[config.mk]
export PLATFORM = sky130hd
export DESIGN_NAME = smss_power_pipe
export DESIGN_NICKNAME = d
export VERILOG_FILES = /design/src/rtl/smss_power_pipe_pkg.sv /design/src/rtl/smss_gf64_lane.sv /design/src/rtl/smss_power_pipe.sv
export SDC_FILE = /design/constraint.sdc
export NUM_CORES = 1
export LEC_CHECK = 0
export CORE_UTILIZATION = 28
export CTS_CLUSTER_DIAMETER = 100
export DETAILED_ROUTE_END_ITERATION = 8
export PLACE_DENSITY = 0.42
export SYNTH_ARGS = -nofsm -noshare
export SYNTH_HDL_FRONTEND = slang
export SYNTH_SLANG_ARGS = --single-unit
[constraint.sdc]
create_clock -name clk -period 5.65 [get_ports clk]
set_input_delay 1.13 -clock clk [delete_from_list [all_inputs] [get_ports clk]]
set_output_delay 1.13 -clock clk [all_outputs]
set_load 0.02 [all_outputs]
[src/rtl/smss_power_pipe_pkg.sv]
// Shared GF(2^6) constants and arithmetic for the power-map pipeline.
// Field is polynomial basis modulo z^6+z+1, bit 0 = z^0 coefficient.
package smss_power_pipe_pkg;

    localparam int unsigned LANE_W  = 6;
    localparam logic [6:0]  GF_POLY = 7'h43;
    localparam logic        MODE_FWD = 1'b0;
    localparam logic        MODE_INV = 1'b1;

    // Carry-less product followed by top-down reduction.
    function automatic logic [LANE_W-1:0] gf_mul(input logic [LANE_W-1:0] a,
                                                 input logic [LANE_W-1:0] b);
        logic [10:0] p;
        p = '0;
        for (int i = 0; i < 6; i++) begin
            if (b[i]) p = p ^ (11'(a) << i);
        end
        for (int i = 10; i >= 6; i--) begin
            if (p[i]) p = p ^ (11'(GF_POLY) << (i - 6));
        end
        return p[LANE_W-1:0];
    endfunction

    function automatic logic [LANE_W-1:0] gf_sq(input logic [LANE_W-1:0] a);
        return gf_mul(a, a);
    endfunction

endpackage

[src/rtl/smss_gf64_lane.sv]
// One lane of the two-stage GF(2^6) power datapath: x^5 (fwd) or x^38 (inv).
// Pure datapath; load enables come from the handshake logic in the top.
module smss_gf64_lane
    import smss_power_pipe_pkg::*;
(
    input  logic              clk,
    input  logic              i_ld1,
    input  logic              i_ld2,
    input  logic              i_mode,
    input  logic [LANE_W-1:0] i_x,
    output logic [LANE_W-1:0] o_y
);

    logic [LANE_W-1:0] w_x2, w_x4, w_x8, w_x16, w_x32, w_op_b;
    logic [LANE_W-1:0] r_a, r_b, r_y;

    always_comb begin
        w_x2  = gf_sq(i_x);
        w_x4  = gf_sq(w_x2);
        w_x8  = gf_sq(w_x4);
        w_x16 = gf_sq(w_x8);
        w_x32 = gf_sq(w_x16);
        // x^38 = x^4 * (x^2 * x^32); x^5 = x^4 * x
        w_op_b = (i_mode == MODE_INV) ? gf_mul(w_x2, w_x32) : i_x;
    end

    always_ff @(posedge clk) begin
        if (i_ld1) begin
            r_a <= w_x4;
            r_b <= w_op_b;
        end
    end

    always_ff @(posedge clk) begin
        if (i_ld2) r_y <= gf_mul(r_a, r_b);
    end

    assign o_y = r_y;

endmodule

[src/rtl/smss_power_pipe.sv]
// Multi-lane GF(2^6) power-map pipeline with valid/ready handshake and
// an accepted-output beat counter.
module smss_power_pipe
    import smss_power_pipe_pkg::*;
#(
    parameter int unsigned LANES = 4,
    parameter int unsigned CNT_W = 16
) (
    input  logic                      clk,
    input  logic                      rst_n,
    input  logic                      in_valid,
    output logic                      in_ready,
    input  logic                      in_mode,
    input  logic [LANE_W*LANES-1:0]   in_data,
    output logic                      out_valid,
    input  logic                      out_ready,
    output logic [LANE_W*LANES-1:0]   out_data,
    output logic [CNT_W-1:0]          beat_cnt
);

    logic                    r_s1_valid, r_s2_valid;
    logic [CNT_W-1:0]        r_beat_cnt;
    logic                    w_s1_ready, w_s2_ready, w_acc, w_adv, w_out_fire;
    logic [LANE_W*LANES-1:0] w_lane_y;

    always_comb begin
        w_s2_ready = !r_s2_valid || out_ready;
        w_s1_ready = !r_s1_valid || w_s2_ready;
        // Reset gating keeps in_ready low while rst_n is asserted.
        in_ready   = rst_n && w_s1_ready;
        w_acc      = in_valid && in_ready;
        w_adv      = r_s1_valid && w_s2_ready;
        w_out_fire = r_s2_valid && out_ready;
    end

    always_ff @(posedge clk or negedge rst_n) begin
        if (!rst_n) begin
            r_s1_valid <= 1'b0;
            r_s2_valid <= 1'b0;
            r_beat_cnt <= '0;
        end else begin
            r_s1_valid <= w_acc || (r_s1_valid && !w_s2_ready);
            r_s2_valid <= w_adv || (r_s2_valid && !out_ready);
            if (w_out_fire) r_beat_cnt <= r_beat_cnt + CNT_W'(1);
        end
    end

    for (genvar g = 0; g < LANES; g++) begin : g_lane
        smss_gf64_lane u_lane (
            .clk    (clk),
            .i_ld1  (w_acc),
            .i_ld2  (w_adv),
            .i_mode (in_mode),
            .i_x    (in_data[LANE_W*g +: LANE_W]),
            .o_y    (w_lane_y[LANE_W*g +: LANE_W])
        );
    end

    assign out_valid = r_s2_valid;
    assign out_data  = r_s2_valid ? w_lane_y : '0;
    assign beat_cnt  = r_beat_cnt;

endmodule

==> results by group, run 1 <==
Run status
  • Status: complete, no violations

CTS
  • # resized after CTS: 0
  • Clock buffer count from CTS: 9
  • Post-CTS Setup Bufs: 0
  • Max clock buf depth: 2
  • CTS tree: done
  • Root Buffer: clkbuf_16
  • CTS Sinks: 90
  • Hold Buf Count CTS: 0
  • Clk_lat worst skew: ~350 ps
  • Clock-pin transition on the worst setup and hold timing paths: 70 ps
  • H-tree Lvls: 3

Power and ir drop
  • Static leakage: about 3.2 nW
  • VDD IR-drop max: ~120 uV
  • Power per cell area: between 200 and 300 nW/um^2

Timing
  • Worst Skew: roughly 9.5 ps
  • Slack of the critical path: about 1900 ps
  • Slew margin rel.: a little under two fifths
  • Actual slew at the worst max-slew pin: ~940 ps
  • Fin crit period: 3740 ps
  • Crit share post-route: between 60% and 70%
  • Final setup vio count: 0
  • Fmax achieved: ~270 MHz
  • Fin. max-slew vios: 0
  • RSZ-0062 raised after global routing: no
  • Setup_tns: 0 ps
  • Hold Vio Cnt, Final: 0

Drt
  • Met3 WL: roughly 500 um
  • Met2 wire len: between 7000 and 8000 um
  • DRC: 0
  • Highest metal used: met4
  • Vias per inst: 4.62
  • Wl on met1: ~9100 um
  • DRT Pass-1 Iters: 4
  • Drt initial violations: a little under 500
  • Wire per inst: about 13 um
  • Via count: between 6,000 and 7,000
  • Final wirelength: 17,500 um
  • Antenna Nets Post-Route: 0

Global route
  • GRT Total Usage: 12.6%
  • Initial antenna violation count: 0
  • Vias in the first global route: approximately 5,700
  • GR Overflow Total: 0
  • Largest net degree at the start of global routing: 37
  • First-pass GRT wire length: 29,600 um

Yosys
  • Post-synthesis net count: a little under 1,000
  • Top cell type's share of synthesized area: 27.7%
  • Netlist cell types: 64
  • Post-synth top area cell: edfxtp_1
  • Yosys reg bits: 90
  • Primary FF master, synth: edfxtp_1
  • Most common cell in the netlist: nand2_1
  • Synthesis warning total: 0
  • Mapped Avg Cell Area: between 8 and 9 sq um
  • Fraction of the yosys area taken by sequential cells: between 30% and 40%
  • Commonest cells in the netlist: nand2_1 (188), xnor2_1 (151), edfxtp_1 (72)
  • Synth area leaders: edfxtp_1 (28%), xnor2_1 (17%), nand2_1 (9.0%)
  • Netlist Area Pre-Place: just under 8000 sq um
  • Number of enable flip-flop cells after synthesis: 72
  • Post-synthesis instance total: 933
  • Synth async-reset ratio: between 20% and 30%

Cells and area
  • Diodes inserted: 0
  • Post-route cell area: a little under 9000 sq um
  • Final Non-Filler Cells: between 1,000 and 1,500
  • Final nets: roughly 960
  • # fillers: approximately 2,900
  • Share of cells above drive strength 1: 5.36%
  • Area grow syn2layout: 13.9%

Placement
  • Placed insts: around 1,300
  • Dpl cell area: approximately 8600 sq um
  • DP Wirelength: approximately 12,000 um
  • Gpl congestion: around 0.76
  • Setup WS pre-CTS: about 1900 ps
  • Port-buffer cells: 70

Floorplan
  • Die height: roughly 170 um
  • Starting density of the core: 28.8%
  • Core Region: around 27,000 sq um
  • Num ports: between 70 and 80
  • Die X: 169 um
  • Die footprint: 28,600 sq um
  • Core Rows: 60

Critical path
  • Required time worst endpoint: around 4500 ps
  • Critical path arrival: approximately 2600 ps
  • CP Class: in2out
  • Element type at the critical path end: primary output
  • Worst Setup Start Kind: primary input
  • Crit-path max FO: 20

Min path
  • Worst min-delay path category: reg2reg

Job
  • Max_cap viols: 0
==> through the flow <==
stage               hold slack, ps  util, %  total power [mW]
finish                         472     32.8              2.26
global route                   493     32.8              2.41
global placement               460     31.5              1.63
detailed placement             471     31.5              1.63
floorplan                      449        -              1.43
CTS                            481     32.8              2.30
==> kinds of logic (layout without fill, tap and decap cells) <==
group	after synthesis	count (layout)	share of synthesized area, %
buffers and inverters	111	111	6.72
AND/OR/NAND/NOR	341	341	19.5
flip-flops	90	90	33.4
XOR/XNOR	192	192	22.0
adder cells (fa/ha/maj)	1	1	0.160
AO/OA/AOI/OAI	170	170	14.0
multiplexers	28	28	4.18
==> where the power goes <==
group	internal, mW	total (mW)	switching (mW)
clock	0.393	0.658	0.266
sequential	0.821	0.901	0.0801
combinational	0.343	0.703	0.361
==> final timing paths <==
check / end / slack (ps) / from / cells past startpoint
max: in_ready / 1910 / rst_n / 4
min: beat_cnt[15] / 470 / beat_cnt[15] / 1
max reg2reg: g_lane[0].u_lane.r_a[0] / 3410 / out_valid / 3
min reg2reg: beat_cnt[15] / 470 / beat_cnt[15] / 1
max in group asynchronous: beat_cnt[4] / 4320 / rst_n / 2
min in group asynchronous: beat_cnt[2] / 1120 / rst_n / 2
==> layer usage <==
metal  vias up  global-route usage, %
li1       3144                      -
met1      2797                   18.1
met2        81                   19.7
met3         7                   2.06
met4         0                   3.06
met5         -                      0
==> registers in the layout, summed over array words and instances, names as in the netlist <==
register and flops:
g_lane.u_lane.o_y 24, g_lane.u_lane.r_a 24, g_lane.u_lane.r_b 24, beat_cnt 16, out_valid 1, r_s1_valid 1
==> cell type report <==
cell class                      count  area (sq um)  share of cell area (%)
Clock buffer                       13           314                    3.53
Clock inverter                      3          22.5                   0.253
Inverter                           21          78.8                   0.885
Multi-Input combinational cell    732          4680                    52.6
Sequential cell                    90          2610                    29.3
Tap cell                          372           465                    5.23
Timing Repair Buffer               74           726                    8.15
==> critical path, stage by stage <==
cell	delay, ps
clkdlybuf4s50_1	460
buf_4	260
and2_1	170
clkdlybuf4s50_1	590
==> cell usage in the layout, fill, tap and decap left out, types with 3 or more instances in the layout <==
| cell | n |
|---|---|
| or2_2 | 3 |
| o221ai_1 | 8 |
| o211ai_1 | 6 |
| nor2_1 | 49 |
| nand3b_1 | 3 |
| dfrtp_1 | 18 |
| mux4_2 | 3 |
| o31ai_1 | 5 |
| a21boi_0 | 4 |
| a211oi_1 | 10 |
| a21o_1 | 5 |
| o22a_1 | 5 |
| edfxtp_1 | 72 |
| inv_1 | 19 |
| xor2_1 | 36 |
| clkdlybuf4s50_1 | 69 |
| xnor2_1 | 151 |
| nand4_1 | 6 |
| clkbuf_16 | 12 |
| mux2_2 | 7 |
| nand3_1 | 28 |
| o21ai_0 | 39 |
| and2_1 | 28 |
| a21oi_1 | 43 |
| mux2i_1 | 18 |
| nand2b_1 | 13 |
| nand2_1 | 188 |
| o21ai_1 | 4 |
| nor3_1 | 7 |
| nor2b_1 | 3 |
| a2bb2oi_1 | 3 |
| o22ai_1 | 6 |
| xor2_2 | 3 |
| buf_4 | 4 |
| a31oi_1 | 10 |
| o21a_1 | 3 |
(Power assumes the default switching activity.)
==> run 2, diff against run 1 <==
--- a/config.mk
+++ b/config.mk
@@ -8,7 +8,7 @@
 export CORE_UTILIZATION = 28
 export CTS_CLUSTER_DIAMETER = 100
 export DETAILED_ROUTE_END_ITERATION = 8
-export PLACE_DENSITY = 0.42
+export PLACE_DENSITY = 0.43
 export SYNTH_ARGS = -nofsm -noshare
 export SYNTH_HDL_FRONTEND = slang
 export SYNTH_SLANG_ARGS = --single-unit
==> constraint.sdc (replaced) <==
create_clock -name clk -period 3.07 [get_ports clk]
set_input_delay 0.614 -clock clk [delete_from_list [all_inputs] [get_ports clk]]
set_output_delay 0.614 -clock clk [all_outputs]
set_load 0.02 [all_outputs]
==> results by group, run 2 (synthesis gave the netlist of run 1 again) <==
Run status
  • Status: complete, no violations

Floorplan
  • Num ports: 71
  • Die footprint: 28,600 sq um
  • Core Rows: 60
  • Die X: 169 um
  • Core Region: roughly 27,000 sq um
  • Starting density of the core: between 20 and 30%
  • Die height: 169 um

Drt
  • DRT Pass-1 Iters: 4
  • Via count: 6,057
  • Vias per inst: 4.54
  • DRC: 0
  • Final wirelength: 17,700 um
  • Wire per inst: 13.2 um
  • Drt initial violations: between 300 and 400
  • Antenna Nets Post-Route: 0

CTS
  • CTS tree: done
  • Post-CTS Setup Bufs: 0
  • CTS Sinks: 90
  • Clk_lat worst skew: around 340 ps
  • Root Buffer: clkbuf_16
  • Clock-pin transition on the worst setup and hold timing paths: 60 ps
  • Clock buffer count from CTS: 9
  • Max clock buf depth: 2
  • Hold Buf Count CTS: 0
  • # resized after CTS: 0
  • H-tree Lvls: 3

Critical path
  • CP Class: reg2out
  • Worst path slowest cell: dfrtp_1
  • Required time worst endpoint: approximately 2500 ps
  • Element type at the critical path end: primary output
  • Crit path cell chain: nand3b_1, and2_1, clkdlybuf4s50_1
  • Worst Setup Start Kind: register
  • Kind of cell adding the most delay to the critical path: flip-flops
  • Buf/Inv on CP: 1
  • Crit-path max FO: 28
  • Worst path max stage delay: ~830 ps
  • Critical path arrival: between 2000 and 2500 ps

Timing
  • Actual slew at the worst max-slew pin: between 700 and 800 ps
  • Setup_tns: 0 ps
  • Hold Vio Cnt, Final: 0
  • RSZ-0062 raised after global routing: no
  • Fmax achieved: 367 MHz
  • Fin. max-slew vios: 0
  • Fin crit period: about 2700 ps
  • Worst Skew: roughly 6.4 ps
  • Slack of the critical path: roughly 340 ps
  • Final setup vio count: 0
  • Crit share post-route: approximately 90%
  • Slew margin rel.: about half
  • Hold Slack: between 400 and 500 ps

Cells and area
  • Most common cell after layout, fill and taps aside: nand2_1
  • # fillers: 2,866
  • Most frequent cells in the layout: nand2_1 (188), xnor2_1 (151), edfxtp_1 (72), clkdlybuf4s50_1 (69), nor2_1 (49)
  • Share of cells above drive strength 1: just over 8%
  • Area grow syn2layout: 16.4%
  • Reg area: 2610 sq um
  • Diodes inserted: 0
  • Multi-input logic area: around 4700 sq um
  • Final nets: slightly below 1,000

Placement
  • Port-buffer cells: 70
  • Setup WS pre-CTS: approximately 350 ps
  • DP Wirelength: 12,800 um
  • Gpl congestion: around 0.8

Min path
  • Worst min-delay path category: reg2reg

Global route
  • GRT Total Usage: around 13%
  • Vias in the first global route: between 5,000 and 6,000
  • First-pass GRT wire length: roughly 30,000 um
  • Initial antenna violation count: 0
  • Largest net degree at the start of global routing: between 40 and 50
  • GR Overflow Total: 0

Job
  • Max_cap viols: 0

Power and ir drop
  • VDD IR-drop max: roughly 230 uV
  • Power per cell area: between 400 and 500 nW/um^2
  • Static leakage: around 3.3 nW
run 2: power breakdown:
part	internal, mW	switching (mW)
sequential	1.51	0.155
clock	0.650	0.464
combinational	0.657	0.678
total	2.82	1.30
run 2: worst paths after layout:
kind,startpoint,end,slack (ps),depth (start not counted)
worst max-delay path,out_valid,in_ready,340,3
worst min-delay path,beat_cnt[15],beat_cnt[15],470,1
worst max register to register,out_valid,beat_cnt[9],1000,5
worst min register to register,beat_cnt[15],beat_cnt[15],470,1
max in group asynchronous,rst_n,beat_cnt[1],2210,2
min in group asynchronous,rst_n,beat_cnt[3],660,2
run 2: per-layer routing:
metal  up-vias  share of wire, %  GRT usage (%)
met5         -                 0              0
met4         0              0.83           3.06
met2        89                42           19.3
li1       3202                 -              -
met3         8               3.2           2.22
met1      2758                54           18.7
run 2: stage by stage:
stage | cells | total power [mW] | instance area, sq um | util, %
after floorplan | 933 | 2.64 | 7820 | -
after global placement | 1319 | 3.04 | 8800 | 32.4
after detailed placement | 1319 | 3.05 | 8800 | 32.4
after CTS | 1335 | 4.18 | 9100 | 33.5
after global routing | 1335 | 4.36 | 9100 | 33.5
final | 1335 | 4.12 | 9100 | 33.5
run 2: layout make-up:
| cell class | count | share of cell area (%) |
|---|---|---|
| Multi-Input combinational cell | 732 | 51.5 |
| Sequential cell | 90 | 28.7 |
| Timing Repair Buffer | 104 | 10.6 |
| Tap cell | 372 | 5.12 |
| Clock buffer | 11 | 2.67 |
| Inverter | 21 | 0.866 |
| Clock inverter | 5 | 0.564 |
